--- src/rtl/clk_div_pkg.sv ---
// Shared definitions for the programmable clock divider.
package clk_div_pkg;

  localparam int unsigned DIV_MIN = 2;

  typedef enum logic {
    ST_IDLE,
    ST_RUN
  } div_state_e;

  // Whole clk cycles the posedge duty flop stays high; odd N gets its extra half cycle from the negedge flop.
  function automatic int unsigned high_count(input int unsigned n);
    return n >> 1;
  endfunction

endpackage

--- src/rtl/clk_div_core.sv ---
// Period counter and 50%-duty output formation for an active divisor n.
module clk_div_core
  import clk_div_pkg::*;
#(
  parameter int unsigned CNT_W = 8
) (
  input  logic             clk,
  input  logic             rst_n,
  input  logic             run,
  input  logic             start,
  input  logic [CNT_W-1:0] n,
  output logic             boundary,
  output logic             clk_out
);

  logic [CNT_W-1:0] cnt;
  logic [CNT_W-1:0] cnt_inc;
  logic [CNT_W-1:0] half;
  logic             pos_q;
  logic             neg_q;

  assign cnt_inc  = cnt + CNT_W'(1);
  assign half     = CNT_W'(high_count(32'(n)));
  assign boundary = !run || (cnt == n - CNT_W'(1));

  always_ff @(posedge clk or negedge rst_n) begin
    if (!rst_n) begin
      cnt   <= '0;
      pos_q <= 1'b0;
    end else if (start) begin
      cnt   <= '0;
      pos_q <= 1'b1;
    end else if (!boundary) begin
      cnt   <= cnt_inc;
      pos_q <= (cnt_inc < half);
    end else begin
      cnt   <= '0;
      pos_q <= 1'b0;
    end
  end

  // Half-cycle extension of the high phase, only for odd divisors.
  always_ff @(negedge clk or negedge rst_n) begin
    if (!rst_n) neg_q <= 1'b0;
    else        neg_q <= pos_q & n[0];
  end

  assign clk_out = pos_q | neg_q;

endmodule

--- src/rtl/clk_div_prog.sv ---
// Runtime-programmable 50%-duty divider: load handshake, error pulse and enable/idle control.
module clk_div_prog
  import clk_div_pkg::*;
#(
  parameter int unsigned CNT_W   = 8,
  parameter int unsigned DIV_RST = 3
) (
  input  logic             clk,
  input  logic             rst_n,
  input  logic             en,
  input  logic [CNT_W-1:0] div_i,
  input  logic             div_load,
  output logic             div_busy,
  output logic             div_err,
  output logic             clk_out,
  output logic             tick
);

  div_state_e       state;
  div_state_e       state_nxt;
  logic [CNT_W-1:0] n_act;
  logic [CNT_W-1:0] n_pend;
  logic             boundary;
  logic             start;
  logic             load_ok;
  logic             load_bad;

  assign start    = boundary && en;
  assign load_bad = div_load && (div_i < CNT_W'(DIV_MIN));
  assign load_ok  = div_load && !load_bad;

  always_comb begin
    state_nxt = state;
    if (start)         state_nxt = ST_RUN;
    else if (boundary) state_nxt = ST_IDLE;
  end

  always_ff @(posedge clk or negedge rst_n) begin
    if (!rst_n) state <= ST_IDLE;
    else        state <= state_nxt;
  end

  // A load in the same cycle as a start lands in pending and waits for the following boundary.
  always_ff @(posedge clk or negedge rst_n) begin
    if (!rst_n) begin
      n_act    <= CNT_W'(DIV_RST);
      n_pend   <= CNT_W'(DIV_RST);
      div_busy <= 1'b0;
      div_err  <= 1'b0;
      tick     <= 1'b0;
    end else begin
      if (start && div_busy) n_act <= n_pend;
      if (load_ok)           n_pend <= div_i;
      if (load_ok)           div_busy <= 1'b1;
      else if (start)        div_busy <= 1'b0;
      div_err <= load_bad;
      tick    <= start;
    end
  end

  clk_div_core #(
    .CNT_W(CNT_W)
  ) u_core (
    .clk     (clk),
    .rst_n   (rst_n),
    .run     (state == ST_RUN),
    .start   (start),
    .n       (n_act),
    .boundary(boundary),
    .clk_out (clk_out)
  );

endmodule

--- config.mk ---
export PLATFORM = sky130hd
export DESIGN_NAME = clk_div_prog
export DESIGN_NICKNAME = d
export VERILOG_FILES = /design/src/rtl/clk_div_pkg.sv /design/src/rtl/clk_div_core.sv /design/src/rtl/clk_div_prog.sv
export SDC_FILE = /design/constraint.sdc
export NUM_CORES = 1
export LEC_CHECK = 0
export CORE_UTILIZATION = 45
export CTS_CLUSTER_SIZE = 16
export DETAILED_ROUTE_END_ITERATION = 12
export PLACE_DENSITY_LB_ADDON = 0.2
export SYNTH_ARGS = -nofsm -noshare
export SYNTH_HDL_FRONTEND = slang
export SYNTH_SLANG_ARGS = --single-unit
--- constraint.sdc ---
create_clock -name clk -period 6.67 [get_ports clk]
set_input_delay 1.0005 -clock clk [delete_from_list [all_inputs] [get_ports clk]]
set_output_delay 1.0005 -clock clk [all_outputs]
set_load 0.05 [all_outputs]
* Word level (Yosys, flattened, before mapping) *
Cells that the tools add are included.

word-level totals
  word-level logic and storage cells = 33
  register bits = 30
  input port bits = 12

cells by class
  bitwise logic cells = 2
  $add $sub $neg = 2
  multiplexer cells = 8
  equal/unequal tests = 1
  reductions and logical operators = 9
  magnitude comparators = 2

operator list
  operator                                            count
  two-way mux 8 bit                                   2
  adder 8 x 1 -> 8 bit, second input constant         1
  equality test 8 bit                                 1
  < comparator 8 x 2 -> 1 bit, second input constant  1
  < comparator 8 x 7 -> 1 bit                         1
  subtractor 8 x 1 -> 8 bit, second input constant    1
  two-way mux 1 bit                                   6
  logical AND 1 bit                                   4
  nonzero test 2 bit                                  2
  logical NOT 1 bit                                   2
  bitwise AND 1 bit                                   1
  logical OR 1 bit                                    1
  bitwise OR 1 bit                                    1

* Longest topological paths before layout *
Gate-level depths: netlist of the first run.

  word-level depth = 6
  gate-level depth with buffers = 10

* Hierarchy *
A second synthesis of the first run with hierarchy kept.

second synthesis, totals
  cells, all modules = 145
  area, all modules = 1627.8 um2

modules (own cells, without submodules)
  module        area an instance (um2)  sequential area each (um2)  times used  cells an instance
  clk_div_core  872.1                   250.2                       1           97
  clk_div_prog  755.7                   505.5                       1           48

==> impl_metrics.json, run 1 <==
{
  "antenna_found_initial": 0,
  "slew_headroom_pct": 67.0,
  "synth_fp_nets": 175,
  "floorplan.initialDensity_pct": 47.5,
  "drt-initial-drc-count": 53,
  "first_global_vias": 1174,
  "grt_overflow_total": 0,
  "cpPeakStageDelay_ns": 0.70,
  "grt_pass1_wl_um": 5330,
  "worst_slew_pin_slew_ns": 0.494,
  "clockRootBuffer": "clkbuf_4",
  "route.detailed.drc": 0,
  "clk_pin_slew_worst_paths_ns": 0.09,
  "path_max_fanout": 1,
  "yosysWarnings": 0,
  "synth_cell_type_count": 35,
  "avgRoutedWirePerCell_um": 14.2,
  "antenna_left": 0,
  "clockBufferDepth": 2,
  "ir_drop_mv": 0.140,
  "dieWidth_um": 61.6,
  "yosysTopAreaCell": "dfrtp_1",
  "grt_max_degree": 31,
  "clk-insertion-delay-late_ns": 0.33,
  "required_ns": 5.67,
  "fin_total_pwr_uw": 320,
  "cts_tree": "built",
  "status": "finished, final reports clean",
  "setup_viol": 0,
  "fin_util_pct": 55.0,
  "hold_buffers": 0,
  "slew_violations": 0,
  "portBuffers": 15,
  "dp_hpwl_um": 2320,
  "place_congestion": 0.789,
  "die_area_um2": 3800,
  "leakage_uw": 0.000826,
  "synthArstFlopShare_pct": 100,
  "cts.sink_count": 30,
  "vias": 1174,
  "synth.cell_area_um2": 1600,
  "rsz0062_at_grt": "no",
  "synth_edf_count": 0,
  "finalHoldViolCount": 0,
  "fin_nets": 192,
  "cp_data_arrival_time_ns": 4.93,
  "cts-htree-levels": 2,
  "yosys_register_bits": 30,
  "critical_path.top_delay_family": "buffers and inverters",
  "ys.flop_type": "dfrtp_1",
  "layout-drive-gt1-share_pct": 15.0,
  "cts_resized": 0,
  "r2r_start": "n_act[0]",
  "via_per_inst": 5.36,
  "drv_cap": 0,
  "cp-start-kind": "flop",
  "ioPinCount": 16,
  "worstHoldStart": "n_pend[1]",
  "drt_first_pass_iters": 4,
  "powerDensity_nw_per_um2": 173,
  "hold_class": "reg -> reg",
  "critical_path_buf_inv_count": 1,
  "fp.dieH_um": 61.6,
  "grt_use_total_pct": 20.2,
  "avgSynthCellArea_um2": 10.3,
  "worstPathCellList": "or2_2 > clkdlybuf4s50_1",
  "synth_area_leaders": "dfrtp_1 39%, mux2_2 7.0%, dfstp_2 6.6%",
  "nFillCells": 312,
  "yosysSeqAreaShare_pct": 47.3,
  "core-area_um2": 3360,
  "startpoint": "u_core.neg_q",
  "cts_buffers": 5,
  "finClkSkew_ns": 0.0200,
  "wl_um": 3100,
  "syn_inst": 155,
  "antenna_cells": 0,
  "slowest_stage": "clkdlybuf4s50_1",
  "synth_top_area_share_pct": 39.1,
  "fp-row-count": 21,
  "syn2layout_area_growth_pct": 15.6,
  "cp-end-kind": "output pin",
  "post_cts_buffers": 0,
  "setup_tns_ns": 0,
  "critPathKind": "reg -> out"
}
[final timing paths]
kind / endpoint / slack [ns] / depth (start not counted)
worst max-delay path: clk_out / 0.74 / 2
worst min-delay path: n_pend[1] / 0.46 / 2
worst max register to register: u_core.neg_q / 2.57 / 1
worst min register to register: n_pend[1] / 0.46 / 2
max in group asynchronous: u_core.neg_q / 2.08 / 2
min in group asynchronous: u_core.cnt[1] / 1.03 / 2
[cell usage in the layout (no fill, tap or decap), types with 3 or more instances in the layout]
cell type,synthesis,routed
nor2_1,6,6
xnor2_1,8,8
mux2_2,10,10
nor3_1,5,5
nand3_1,4,4
and3_1,10,10
nand2b_1,3,3
xor2_1,7,7
dfrtp_1,25,25
ha_1,8,8
clkdlybuf4s50_1,0,15
nand2_1,24,24
clkbuf_4,0,5
dfstp_2,4,4
inv_1,8,8
a21oi_1,3,3
[tightest hold or removal path, delay by kind of cell, from the launching register on]
family	cells	cell delay, ns
flops	1	0.38
simple gates	2	0.09
[cell families after synthesis]
kind of cell	after synthesis	synth area share [%]
simple gates	59	17.9
flops	30	47.3
compound gates	19	9.86
xor+xnor	15	8.22
buf+inv	14	3.44
mux	10	7.04
fa+ha+maj	8	6.26
[routing by layer]
metal	vias up	global-route usage, %	part of all wire (%)
met5	-	0	0
met1	573	25.5	45
li1	568	-	-
met3	7	5.88	4.0
met4	0	9.21	1.8
met2	26	32.3	50
[state kept, by name, summed over array words and instances (netlist names)]
name and flops:
u_core.pos_q 1, u_core.neg_q 1, div_busy 1, u_core.cnt 8, n_act 8, n_pend 8, div_err 1, tick 1
state 1
[where the power goes]
part / switching, uW / internal [uW]
logic: 9.36 / 8.90
clock network: 61.2 / 51.0
registers: 2.36 / 187
[cells in the mapped netlist (2+ instances only)]
library cell	number
nand2_1	24
dfrtp_1	25
and2_1	2
nand2b_1	3
a41oi_1	2
o2111ai_1	2
ha_1	8
o21a_1	2
and3_1	10
nand3_1	4
xnor2_1	8
nor4_1	2
o21ai_0	2
clkbuf_1	4
a21oi_1	3
mux2_2	10
dfstp_2	4
nor3_1	5
inv_1	8
nor2_1	6
xor2_1	7
[per-stage QoR]
stage | instance area [um2] | hold slack (ns) | cells | worst slack [ns]
CTS | 1850 | 0.465 | 219 | 0.720
global placement | 1790 | 0.452 | 211 | 1.08
floorplan | 1600 | 0.437 | 155 | 1.64
detailed placement | 1790 | 0.450 | 211 | 1.07
finish | 1850 | 0.464 | 219 | 0.740
global route | 1850 | 0.501 | 219 | 0.684
[area by class of cell]
cell class,instances,area [um2],area share [%]
multi-input combinational,111,788,42.6
sequential,30,756,40.9
timing repair buffer,16,158,8.53
tap,46,57.6,3.11
clock buffer,7,55.1,2.98
inverter,8,30.0,1.62
clock inverter,1,5.00,0.271
Power figures use the tool's default switching activity.
==> run 2: changes to the inputs <==
--- a/config.mk
+++ b/config.mk
@@ -5,6 +5,7 @@
 export SDC_FILE = /design/constraint.sdc
 export NUM_CORES = 1
 export LEC_CHECK = 0
+export ABC_CLOCK_PERIOD_IN_PS = 6670
 export CORE_UTILIZATION = 45
 export CTS_CLUSTER_SIZE = 16
 export DETAILED_ROUTE_END_ITERATION = 12
==> results of run 2 <==
Final layout, timing and power as in run 1 (identical DEF).
